--- src/rtl/neuron_sequencer.sv ---
// Neuron evaluation sequencer: accumulates bias + sum(x*w) in fixed point,
// hands the saturated sum to the external activation unit, captures its
// result and offers it on a valid/ready output.
package neuron_sequencer_pkg;
    typedef enum logic [1:0] {
        ACT_RELU  = 2'd0,
        ACT_IDENT = 2'd1,
        ACT_LEAKY = 2'd2,
        ACT_CLIP  = 2'd3
    } act_func_t;
endpackage

// state    | meaning
// ---------+----------------------------------------------------------
// ST_IDLE  | waiting for start; accumulator holds last value
// ST_ACCUM | accepting (x, w) beats until n have been consumed
// ST_ACT   | single cycle: activation unit output captured
// ST_OUT   | result offered on out_valid until out_ready
module neuron_sequencer
    import neuron_sequencer_pkg::*;
#(
    parameter int DATA_W = 16,
    parameter int FRAC_W = 8,
    parameter int ACC_W  = 40,
    parameter int N_MAX  = 16
) (
    input  logic                       clk,
    input  logic                       rst_n,
    input  logic                       start,
    input  logic [$clog2(N_MAX):0]     num_inputs,
    input  act_func_t                  act_cfg,
    input  logic [DATA_W-1:0]          bias,
    output logic                       busy,
    output act_func_t                  act_sel,
    output logic [DATA_W-1:0]          act_sum,
    input  logic [DATA_W-1:0]          act_result,
    neuron_sequencer_if.slave          bus
);

    localparam int CNT_W = $clog2(N_MAX) + 1;
    localparam logic [CNT_W-1:0] N_MAX_C = CNT_W'(N_MAX);

    // Clamp limits expressed at accumulator width so the compare is exact.
    localparam logic signed [ACC_W-1:0] SUM_MAX =
        {{(ACC_W-DATA_W+1){1'b0}}, {(DATA_W-1){1'b1}}};
    localparam logic signed [ACC_W-1:0] SUM_MIN =
        {{(ACC_W-DATA_W+1){1'b1}}, {(DATA_W-1){1'b0}}};

    typedef enum logic [1:0] {
        ST_IDLE  = 2'd0,
        ST_ACCUM = 2'd1,
        ST_ACT   = 2'd2,
        ST_OUT   = 2'd3
    } state_t;

    state_t                    state;
    logic signed [ACC_W-1:0]   acc;
    logic [CNT_W-1:0]          cnt;
    logic [CNT_W-1:0]          n_r;
    act_func_t                 sel_r;
    logic                      busy_r;
    logic                      in_ready_r;
    logic                      out_valid_r;
    logic [DATA_W-1:0]         out_data_r;
    logic                      out_sat_r;

    logic [CNT_W-1:0]          n_eff;
    logic signed [ACC_W-1:0]   bias_ext;
    logic signed [2*DATA_W-1:0] prod;
    logic signed [ACC_W-1:0]   prod_ext;
    logic signed [ACC_W-1:0]   sum_shift;
    logic                      sat_hi;
    logic                      sat_lo;
    logic                      beat;

    assign n_eff    = (num_inputs > N_MAX_C) ? N_MAX_C : num_inputs;
    assign bias_ext = {{(ACC_W-DATA_W-FRAC_W){bias[DATA_W-1]}}, bias, {FRAC_W{1'b0}}};

    // Both operands widened first so the product is the exact 2*DATA_W result.
    assign prod     = $signed({{DATA_W{bus.in_x[DATA_W-1]}}, bus.in_x})
                    * $signed({{DATA_W{bus.in_w[DATA_W-1]}}, bus.in_w});
    assign prod_ext = {{(ACC_W-2*DATA_W){prod[2*DATA_W-1]}}, prod};

    // Arithmetic shift drops the fraction, rounding toward minus infinity.
    assign sum_shift = acc >>> FRAC_W;
    assign sat_hi    = (sum_shift > SUM_MAX);
    assign sat_lo    = (sum_shift < SUM_MIN);

    assign beat = bus.in_valid && in_ready_r;

    // Saturating narrowing of the shifted accumulator onto the activation bus.
    always_comb begin
        act_sum = sum_shift[DATA_W-1:0];
        if (sat_hi) begin
            act_sum = {1'b0, {(DATA_W-1){1'b1}}};
        end else if (sat_lo) begin
            act_sum = {1'b1, {(DATA_W-1){1'b0}}};
        end
    end

    // Sequencer FSM; every externally visible control bit is a register.
    always_ff @(posedge clk or negedge rst_n) begin
        if (!rst_n) begin
            state       <= ST_IDLE;
            acc         <= '0;
            cnt         <= '0;
            n_r         <= '0;
            sel_r       <= ACT_RELU;
            busy_r      <= 1'b0;
            in_ready_r  <= 1'b0;
            out_valid_r <= 1'b0;
            out_data_r  <= '0;
            out_sat_r   <= 1'b0;
        end else begin
            case (state)
                ST_IDLE: begin
                    if (start) begin
                        acc    <= bias_ext;
                        cnt    <= '0;
                        n_r    <= n_eff;
                        sel_r  <= act_cfg;
                        busy_r <= 1'b1;
                        if (n_eff != '0) begin
                            state      <= ST_ACCUM;
                            in_ready_r <= 1'b1;
                        end else begin
                            state <= ST_ACT;
                        end
                    end
                end
                ST_ACCUM: begin
                    if (beat) begin
                        acc <= acc + prod_ext;
                        cnt <= cnt + CNT_W'(1);
                        if (cnt == n_r - CNT_W'(1)) begin
                            state      <= ST_ACT;
                            in_ready_r <= 1'b0;
                        end
                    end
                end
                ST_ACT: begin
                    out_data_r  <= act_result;
                    out_sat_r   <= sat_hi | sat_lo;
                    out_valid_r <= 1'b1;
                    state       <= ST_OUT;
                end
                ST_OUT: begin
                    if (bus.out_ready) begin
                        out_valid_r <= 1'b0;
                        busy_r      <= 1'b0;
                        state       <= ST_IDLE;
                    end
                end
                default: begin
                    state <= ST_IDLE;
                end
            endcase
        end
    end

    assign busy          = busy_r;
    assign act_sel       = sel_r;
    assign bus.in_ready  = in_ready_r;
    assign bus.out_valid = out_valid_r;
    assign bus.out_data  = out_data_r;
    assign bus.out_sat   = out_sat_r;

endmodule

--- src/rtl/neuron_sequencer_if.sv ---
// Operand stream and result stream between the layer scheduler and the
// neuron sequencer. The scheduler side uses master, the sequencer uses slave.
interface neuron_sequencer_if #(
    parameter int DATA_W = 16
);
    logic              in_valid;
    logic              in_ready;
    logic [DATA_W-1:0] in_x;
    logic [DATA_W-1:0] in_w;

    logic              out_valid;
    logic              out_ready;
    logic [DATA_W-1:0] out_data;
    logic              out_sat;

    modport master (
        output in_valid, in_x, in_w, out_ready,
        input  in_ready, out_valid, out_data, out_sat
    );

    modport slave (
        input  in_valid, in_x, in_w, out_ready,
        output in_ready, out_valid, out_data, out_sat
    );
endinterface

--- src/flat_wrapper.sv ---
// flat-port wrapper written by rule: the top's interface ports become plain ports
module neuron_sequencer_flat import neuron_sequencer_pkg::*;
#(
    parameter int DATA_W = 16,
    parameter int FRAC_W = 8,
    parameter int ACC_W  = 40,
    parameter int N_MAX  = 16
)
  (clk, rst_n, start, num_inputs, act_cfg, bias, busy, act_sel, act_sum, act_result, bus_in_valid, bus_in_x, bus_in_w, bus_out_ready, bus_in_ready, bus_out_valid, bus_out_data, bus_out_sat);
  neuron_sequencer_if #(.DATA_W(DATA_W)) bus_i ();
  input  logic clk;
  input  logic rst_n;
  input  logic start;
  input  logic [$clog2(N_MAX):0] num_inputs;
  input  act_func_t act_cfg;
  input  logic [DATA_W-1:0] bias;
  output logic busy;
  output act_func_t act_sel;
  output logic [DATA_W-1:0] act_sum;
  input  logic [DATA_W-1:0] act_result;
  input wire logic [$bits(bus_i.in_valid)-1:0] bus_in_valid;
  input wire logic [$bits(bus_i.in_x)-1:0] bus_in_x;
  input wire logic [$bits(bus_i.in_w)-1:0] bus_in_w;
  input wire logic [$bits(bus_i.out_ready)-1:0] bus_out_ready;
  output wire logic [$bits(bus_i.in_ready)-1:0] bus_in_ready;
  output wire logic [$bits(bus_i.out_valid)-1:0] bus_out_valid;
  output wire logic [$bits(bus_i.out_data)-1:0] bus_out_data;
  output wire logic [$bits(bus_i.out_sat)-1:0] bus_out_sat;
  assign bus_i.in_valid = bus_in_valid;
  assign bus_i.in_x = bus_in_x;
  assign bus_i.in_w = bus_in_w;
  assign bus_i.out_ready = bus_out_ready;
  assign bus_in_ready = bus_i.in_ready;
  assign bus_out_valid = bus_i.out_valid;
  assign bus_out_data = bus_i.out_data;
  assign bus_out_sat = bus_i.out_sat;
  neuron_sequencer #(.DATA_W(DATA_W), .FRAC_W(FRAC_W), .ACC_W(ACC_W), .N_MAX(N_MAX)) u_core (.clk(clk), .rst_n(rst_n), .start(start), .num_inputs(num_inputs), .act_cfg(act_cfg), .bias(bias), .busy(busy), .act_sel(act_sel), .act_sum(act_sum), .act_result(act_result), .bus(bus_i));
endmodule
--- config.mk ---
export PLATFORM = sky130hd
export DESIGN_NAME = neuron_sequencer_flat
export DESIGN_NICKNAME = d
export VERILOG_FILES = /design/src/rtl/neuron_sequencer.sv /design/src/rtl/neuron_sequencer_if.sv /design/src/flat_wrapper.sv
export SDC_FILE = /design/constraint.sdc
export NUM_CORES = 1
export LEC_CHECK = 0
export CORE_ASPECT_RATIO = 1.25
export CORE_MARGIN = 10
export CORE_UTILIZATION = 36
export CTS_BUF_LIST = sky130_fd_sc_hd__clkbuf_16
export CTS_CLUSTER_SIZE = 14
export DETAILED_ROUTE_END_ITERATION = 8
export DONT_BUFFER_PORTS = 1
export PLACE_DENSITY = 0.49
export SLEW_MARGIN = 15
export SYNTH_ARGS = -nofsm -noshare
export SYNTH_HDL_FRONTEND = slang
export SYNTH_SLANG_ARGS = --single-unit
--- constraint.sdc ---
create_clock -name clk -period 5.4 [get_ports clk]
set_input_delay 1.08 -clock clk [delete_from_list [all_inputs] [get_ports clk]]
set_output_delay 1.08 -clock clk [all_outputs]
set_load 0.02 [all_outputs]
# [Yosys cells after proc, flatten, opt, wreduce, memory -nomap -nowiden]
# Index checks and enable logic that the tools add are counted.
[totals] elab_cells=63 mem_count=0 latchBits=0 mem_bits_rw=0 out_inout_bits=38 rom_bits=0 reg_bits=74 input_bits=76
[op_classes] n_eq_ne=9 shifts=0 bitwise=1 n_div=0 muxes=24 mul=1 n_addsub=3 n_reduce_logical=12 magnitude_cmp=3
[op_table] op="two-way mux 40 bit" n=2
[op_table] op="case mux 40 bit (2 select lines)" n=1
[op_table] op="adder 40 x 32 -> 40 bit" n=1
[op_table] op="greater-than comparator 32 x 16 -> 1 bit (second input constant)" n=1
[op_table] op="less-than comparator 32 x 16 -> 1 bit (second input constant)" n=1
[op_table] op="multiplier 16 x 16 -> 32 bit" n=1
[op_table] op="two-way mux 16 bit" n=2
[op_table] op="two-way mux 5 bit" n=3
[op_table] op="two-way mux 2 bit" n=5
[op_table] op="case mux 5 bit (2 select lines)" n=1
[op_table] op="case mux 2 bit (4 select lines)" n=1
[op_table] op="two-way mux 1 bit" n=6
[op_table] op="inequality test 2 x 1 -> 1 bit (second input constant)" n=3
[op_table] op="case mux 1 bit (2 select lines)" n=3
[op_table] op="AND reduction 3 bit" n=2
[op_table] op="nonzero test 2 bit" n=3
[op_table] op="adder 5 x 1 -> 5 bit (second input constant)" n=1
[op_table] op="equality test 5 bit" n=1
[op_table] op="greater-than comparator 5 bit (second input constant)" n=1
[op_table] op="AND reduction 5 bit" n=1
[op_table] op="nonzero test 5 bit" n=1
[op_table] op="subtractor 5 x 1 -> 5 bit (second input constant)" n=1
[op_table] op="equality test 2 bit (second input constant)" n=2
[op_table] op="inequality test 2 bit (second input constant)" n=2
[op_table] op="other kinds (6)" n=7

# [Logic depth before layout (Yosys ltp)]
[depth] ltp_word=6 mapped_depth=24

# [Worst setup path after synthesis]
# No wires, ideal clock.
[synth_timing] path_type="input port to flip-flop" from="input port bus_in_x[15]" to="register u_core.acc[38]" path_buffers=1 t_required_ps=5273 t_arrival_ps=6750 path_stages=23 setup_time_ps=127 setup_slack_ps=-1476 path_cell_list="clkbuf_1 nand2_1 inv_1 fa_1 fa_1 inv_1 fa_1 fa_1 inv_1 fa_1 inv_1 fa_1 inv_1 ha_1 and3_1 nand3_1 nand3b_1 o221ai_1 a2111oi_0 a211o_1 o21ai_1 xnor2_1 o21ai_1"
[synth_between] elab_chain_len=4
[synth_lines] item="from (decl)" line="flat_wrapper.sv:22" text="input wire logic [$bits(bus_i.in_x)-1:0] bus_in_x;"
[synth_lines] item="multiplier 16 x 16 -> 32 bit" line="neuron_sequencer.sv:81" text="* $signed({{DATA_W{bus.in_w[DATA_W-1]}}, bus.in_w});"
[synth_lines] item="adder 40 x 32 -> 40 bit" line="neuron_sequencer.sv:133" text="acc <= acc + prod_ext;"
[synth_lines] item="two-way mux 40 bit" line="neuron_sequencer.sv:132" text="if (beat) begin"
[synth_lines] item="case mux 40 bit (2 select lines)" line="neuron_sequencer.sv:115" text="case (state)"
[synth_lines] item="to (signal assigned)" line="neuron_sequencer.sv:118" text="acc <= bias_ext;"
[synth_lines] item="to (signal assigned)" line="neuron_sequencer.sv:133"
[synth_lines] item="to (decl)" line="neuron_sequencer.sv:57" text="logic signed [ACC_W-1:0] acc;"
# Every way passes these cells. The select of a mux whose other input is x is not followed.
# A chain may end at the register's enable or synchronous reset.

# [Final worst setup path]
[layout_timing] from="input port bus_in_w[15]" to="register u_core.acc[29]"
[layout_between] elab_chain_len=4
[layout_lines] item="from (decl)" line="flat_wrapper.sv:23" text="input wire logic [$bits(bus_i.in_w)-1:0] bus_in_w;"
[layout_lines] item="multiplier 16 x 16 -> 32 bit" line="neuron_sequencer.sv:81"
[layout_lines] item="adder 40 x 32 -> 40 bit" line="neuron_sequencer.sv:133"
[layout_lines] item="two-way mux 40 bit" line="neuron_sequencer.sv:132"
[layout_lines] item="case mux 40 bit (2 select lines)" line="neuron_sequencer.sv:115"
# Every way passes these cells. The select of a mux whose other input is x is not followed.

==> results by group <==
Logic synthesis
  • #FFs+latches synth: 74
  • Ys flop type: dfrtp_1
  • Synth Area in Adders: 51.3%
  • Compound-Gate Fraction of Synth Area: around 8.5%
  • Synth Area in XOR/XNOR: 2.60%
  • Syn nets: 2223
  • Async SR Flop Fraction: 100%
  • Post-synthesis average cell area: 9.35 sq um
  • Seq/Total Area, Yosys: roughly an eighth
  • Cells after Synth: 1695
  • Count of flip-flops with a built-in enable after synthesis: 0
  • Top-area cell type share of the netlist area: 41.7%
  • Synth Warn #: 0
  • Main combinational cell family by area after synthesis: adder cells
  • Simple-gate share of the synthesized area: 12.7%
  • Top cells by area, synth: fa_1 42%, dfrtp_1 12%, inv_1 10%
  • Area leader, netlist: fa_1
  • Synth cell types: 67
  • Mux cell area share after synthesis: 1.79%
  • Mapped Area: approximately 0.016 sq mm

Finish
  • Design Area, Final: 0.0191 sq mm
  • Nets: 2342
  • Share of post-route cells with drive strength above 1: about a fifth
  • Area growth syn-to-layout: 20.5%
  • N_diodes: 0
  • Post-layout util: 44.1%

Clocking
  • Clock root cell: clkbuf_16
  • Hold-fix buffers at CTS: 0
  • TritonCTS clock tree: yes
  • Worst-Skew Late Latency: 0.35 ns
  • H-tree lvl count: 3
  • CTS clock-pin slew for the worst setup and hold paths: 0.07 ns
  • Inserted Clock Buffers: 9
  • Clk buf depth: 2
  • Sink Count: 74

Worst setup path
  • Critical path origin: bus_in_w[15]
  • CP arrival: 6.41 ns
  • Critical path required time: 5.64 ns
  • Worst setup EP type: register
  • Critical path class: input port to register
  • Crit Reg-Reg Startpoint: u_core.acc[3]$_DFFE_PN0P_
  • Most common cell on crit path: fa_1
  • Startpoint Class: input port
  • Worst-path maximum fanout: 4
  • Worst path max stage delay: approximately 0.54 ns
  • CP Cell Sequence: clkinvlp_4 > buf_6 > buf_6 > nor2_4 > fa_1 > fa_2 > fa_1 > fa_1 > fa_1 > inv_2 > fa_1 > inv_2 > ha_4 > nand4_1 > nor2_2 > o2111ai_4 > nand3_2 > a41oi_4 > o311ai_4 > buf_4 > xnor2_2 > o31ai_1
  • Worst path slowest cell: fa_1

Die
  • Boundary Pins: roughly 110
  • Die Area: 0.0529 sq mm
  • FP Rows: 85
  • Area of the core: 0.0433 sq mm
  • Initial Util: 36.6%
  • Die width: 208 microns
  • Chip Height: 255 microns

Timing
  • Slew margin rel.: between 20% and 30%
  • RSZ-0062 raised after global routing: true
  • Worst-Margin Slew: about 1.1 ns
  • FMAX: 162 MHz
  • Final Cycle Share: 114%
  • Final hold violation count: 0
  • Final WS setup: -0.769 ns
  • Final setup vio count: 27
  • Setup_tns: -16.10 ns
  • Fin crit period: 6.17 ns
  • Skew final: between 0.01 and 0.015 ns
  • Hold slack: roughly 0.42 ns
  • Final Max Tran Viols: 0

Hold path
  • Hold Path Class: input port to async pin

GRT
  • First-pass GRT wire length: 73500 microns
  • Met3 usage: 2.09%
  • GRT Util Overall: 17.3%
  • Pin count of the biggest net entering global routing: 75
  • Number of global-route vias before repair: around 13k
  • Met2 Resource Use GR: 30.5%
  • Busiest grt layer: met2
  • Met1 GRT Util: between 20 and 25%
  • Total gr overflow: 0
  • Antenna violations before repair: 0

Route
  • Via-to-Cell Ratio: 4.87
  • Routed wire per std cell: 18.4 microns
  • Total wire length: approximately 44000 microns
  • DR DRC count: 0
  • DRT antenna net count: 0
  • DR iter-0 viols: a little under 500
  • DRT Pass-1 Iters: 5
  • Vias: about 12k

Run status
  • Status: finished with violations
  • Failing checks: setup timing

Placement
  • Dpl cell area: 0.0178 sq mm
  • DP HPWL: between 30000 and 40000 microns
  • Routability cong.: ~0.9
  • IO Port Bufs: 0

Run
  • MaxCap Viol Count: 0
==> worst paths after layout <==
check	end	slack [ns]	cells past startpoint
max reg2reg	u_core.acc[15]$_DFFE_PN0P_	0.15	20
min	u_core.n_r[1]$_DFFE_PN0P_	0.42	0
min reg2reg	u_core.acc[0]$_DFFE_PN0P_	0.48	2
max in group asynchronous	u_core.acc[26]$_DFFE_PN0P_	4.87	0
min in group clk	u_core.acc[0]$_DFFE_PN0P_	0.48	2
max	u_core.acc[29]$_DFFE_PN0P_	-0.77	22
==> routing by layer <==
| layer | vias to the layer above | wire, microns |
|---|---|---|
| met1 | 6002 | 19200 |
| met5 | - | 0 |
| met4 | 0 | 739 |
| met3 | 44 | 1590 |
| met2 | 209 | 22300 |
| li1 | 5351 | - |
==> layout by cell type (no fill, tap or decap), types with 5 or more instances in the layout <==
cell type / synthesis / routed
ha_1: 122 / 90
inv_1: 422 / 396
nand3_1: 23 / 20
inv_2: 0 / 23
xnor2_1: 28 / 20
fa_1: 330 / 313
nand2_1: 188 / 171
a211o_1: 5 / 5
buf_4: 1 / 140
nand2_4: 0 / 6
mux2_2: 19 / 19
dfrtp_1: 74 / 74
and2_1: 117 / 107
a21oi_2: 1 / 11
nor2_2: 0 / 8
clkbuf_16: 0 / 9
a211oi_2: 1 / 5
fa_2: 0 / 17
o21ai_0: 55 / 25
buf_6: 1 / 19
nand4_1: 10 / 10
o21ai_1: 6 / 30
nor3_1: 9 / 6
and2_4: 0 / 10
ha_4: 0 / 29
o21ai_2: 0 / 5
o21a_1: 24 / 23
mux2i_1: 7 / 7
a21o_1: 7 / 7
xor2_1: 19 / 16
a21oi_1: 50 / 36
nand2_2: 0 / 10
nor2_1: 40 / 28
xnor2_2: 0 / 7
nand2b_1: 10 / 10
==> through the flow <==
stage / instances / setup slack (ns)
6_report: 2384 / -0.769
3_5_place_dp: 2335 / -1.25
2_1_floorplan: 1695 / -0.937
3_3_place_gp: 2335 / -1.26
5_1_grt: 2384 / -1.01
4_1_cts: 2366 / -0.762
==> flip-flops by register name (all words and copies together), names as in the netlist <==
name / count
u_core.acc: 40
u_core.act_sel: 2
u_core.bus.in_ready: 1
u_core.bus.out_data: 16
u_core.bus.out_sat: 1
u_core.bus.out_valid: 1
u_core.busy: 1
u_core.cnt: 5
u_core.n_r: 5
u_core.state: 2
==> worst max-delay path, delay by kind of cell <==
kind / cells / cell delay [ns]
adder cells (fa/ha/maj): 7 / 3.28
AO/OA/AOI/OAI: 4 / 0.82
buffers and inverters: 6 / 0.65
AND/OR/NAND/NOR: 4 / 0.52
XOR/XNOR: 1 / 0.06
==> synthesized netlist by cell type (2+ instances only) <==
cell and number:
inv_1 422, fa_1 330, nand2_1 188, ha_1 122, and2_1 117, dfrtp_1 74, o21ai_0 55, a21oi_1 50
clkbuf_1 44, nor2_1 40, xnor2_1 28, o21a_1 24, nand3_1 23, mux2_2 19, xor2_1 19, nand2b_1 10
nand4_1 10, nor3_1 9, a21o_1 7, mux2i_1 7, o21bai_1 7, o21ai_1 6, o31ai_1 6, a211o_1 5
a211oi_1 5, buf_1 4, buf_2 4, nor2b_1 4, nor4_1 4, a22oi_1 3, a311oi_1 3, a31oi_1 3
o41ai_1 3, a2111oi_0 2, a41oi_1 2, nand3b_1 2, nor3b_1 2, o2111ai_1 2, o211ai_1 2
==> final cells by class <==
class | instances | area [sq um]
fillers | 4207 | 24200
multi-input cells | 1143 | 13300
flip-flops and latches | 74 | 1850
inverters | 423 | 1600
repair buffers | 163 | 1340
well taps | 565 | 707
clock buffers | 9 | 225
clock inverters | 7 | 98.8
==> repair_timing <==
action,4_1_cts,5_1_grt
pin swaps,93,70
resized for setup,126,49
setup endpoints to repair,29,31
buffers inserted,15,19
==> cell families after synthesis <==
logic type / Yosys count
simple gates: 416
mux: 26
flops: 74
buf+inv: 478
compound gates: 202
fa+ha+maj: 452
xor+xnor: 47
Power is left out: the tool's default activity adds up to more than one toggle a clock period on the data nets, which glitch-free logic cannot reach.
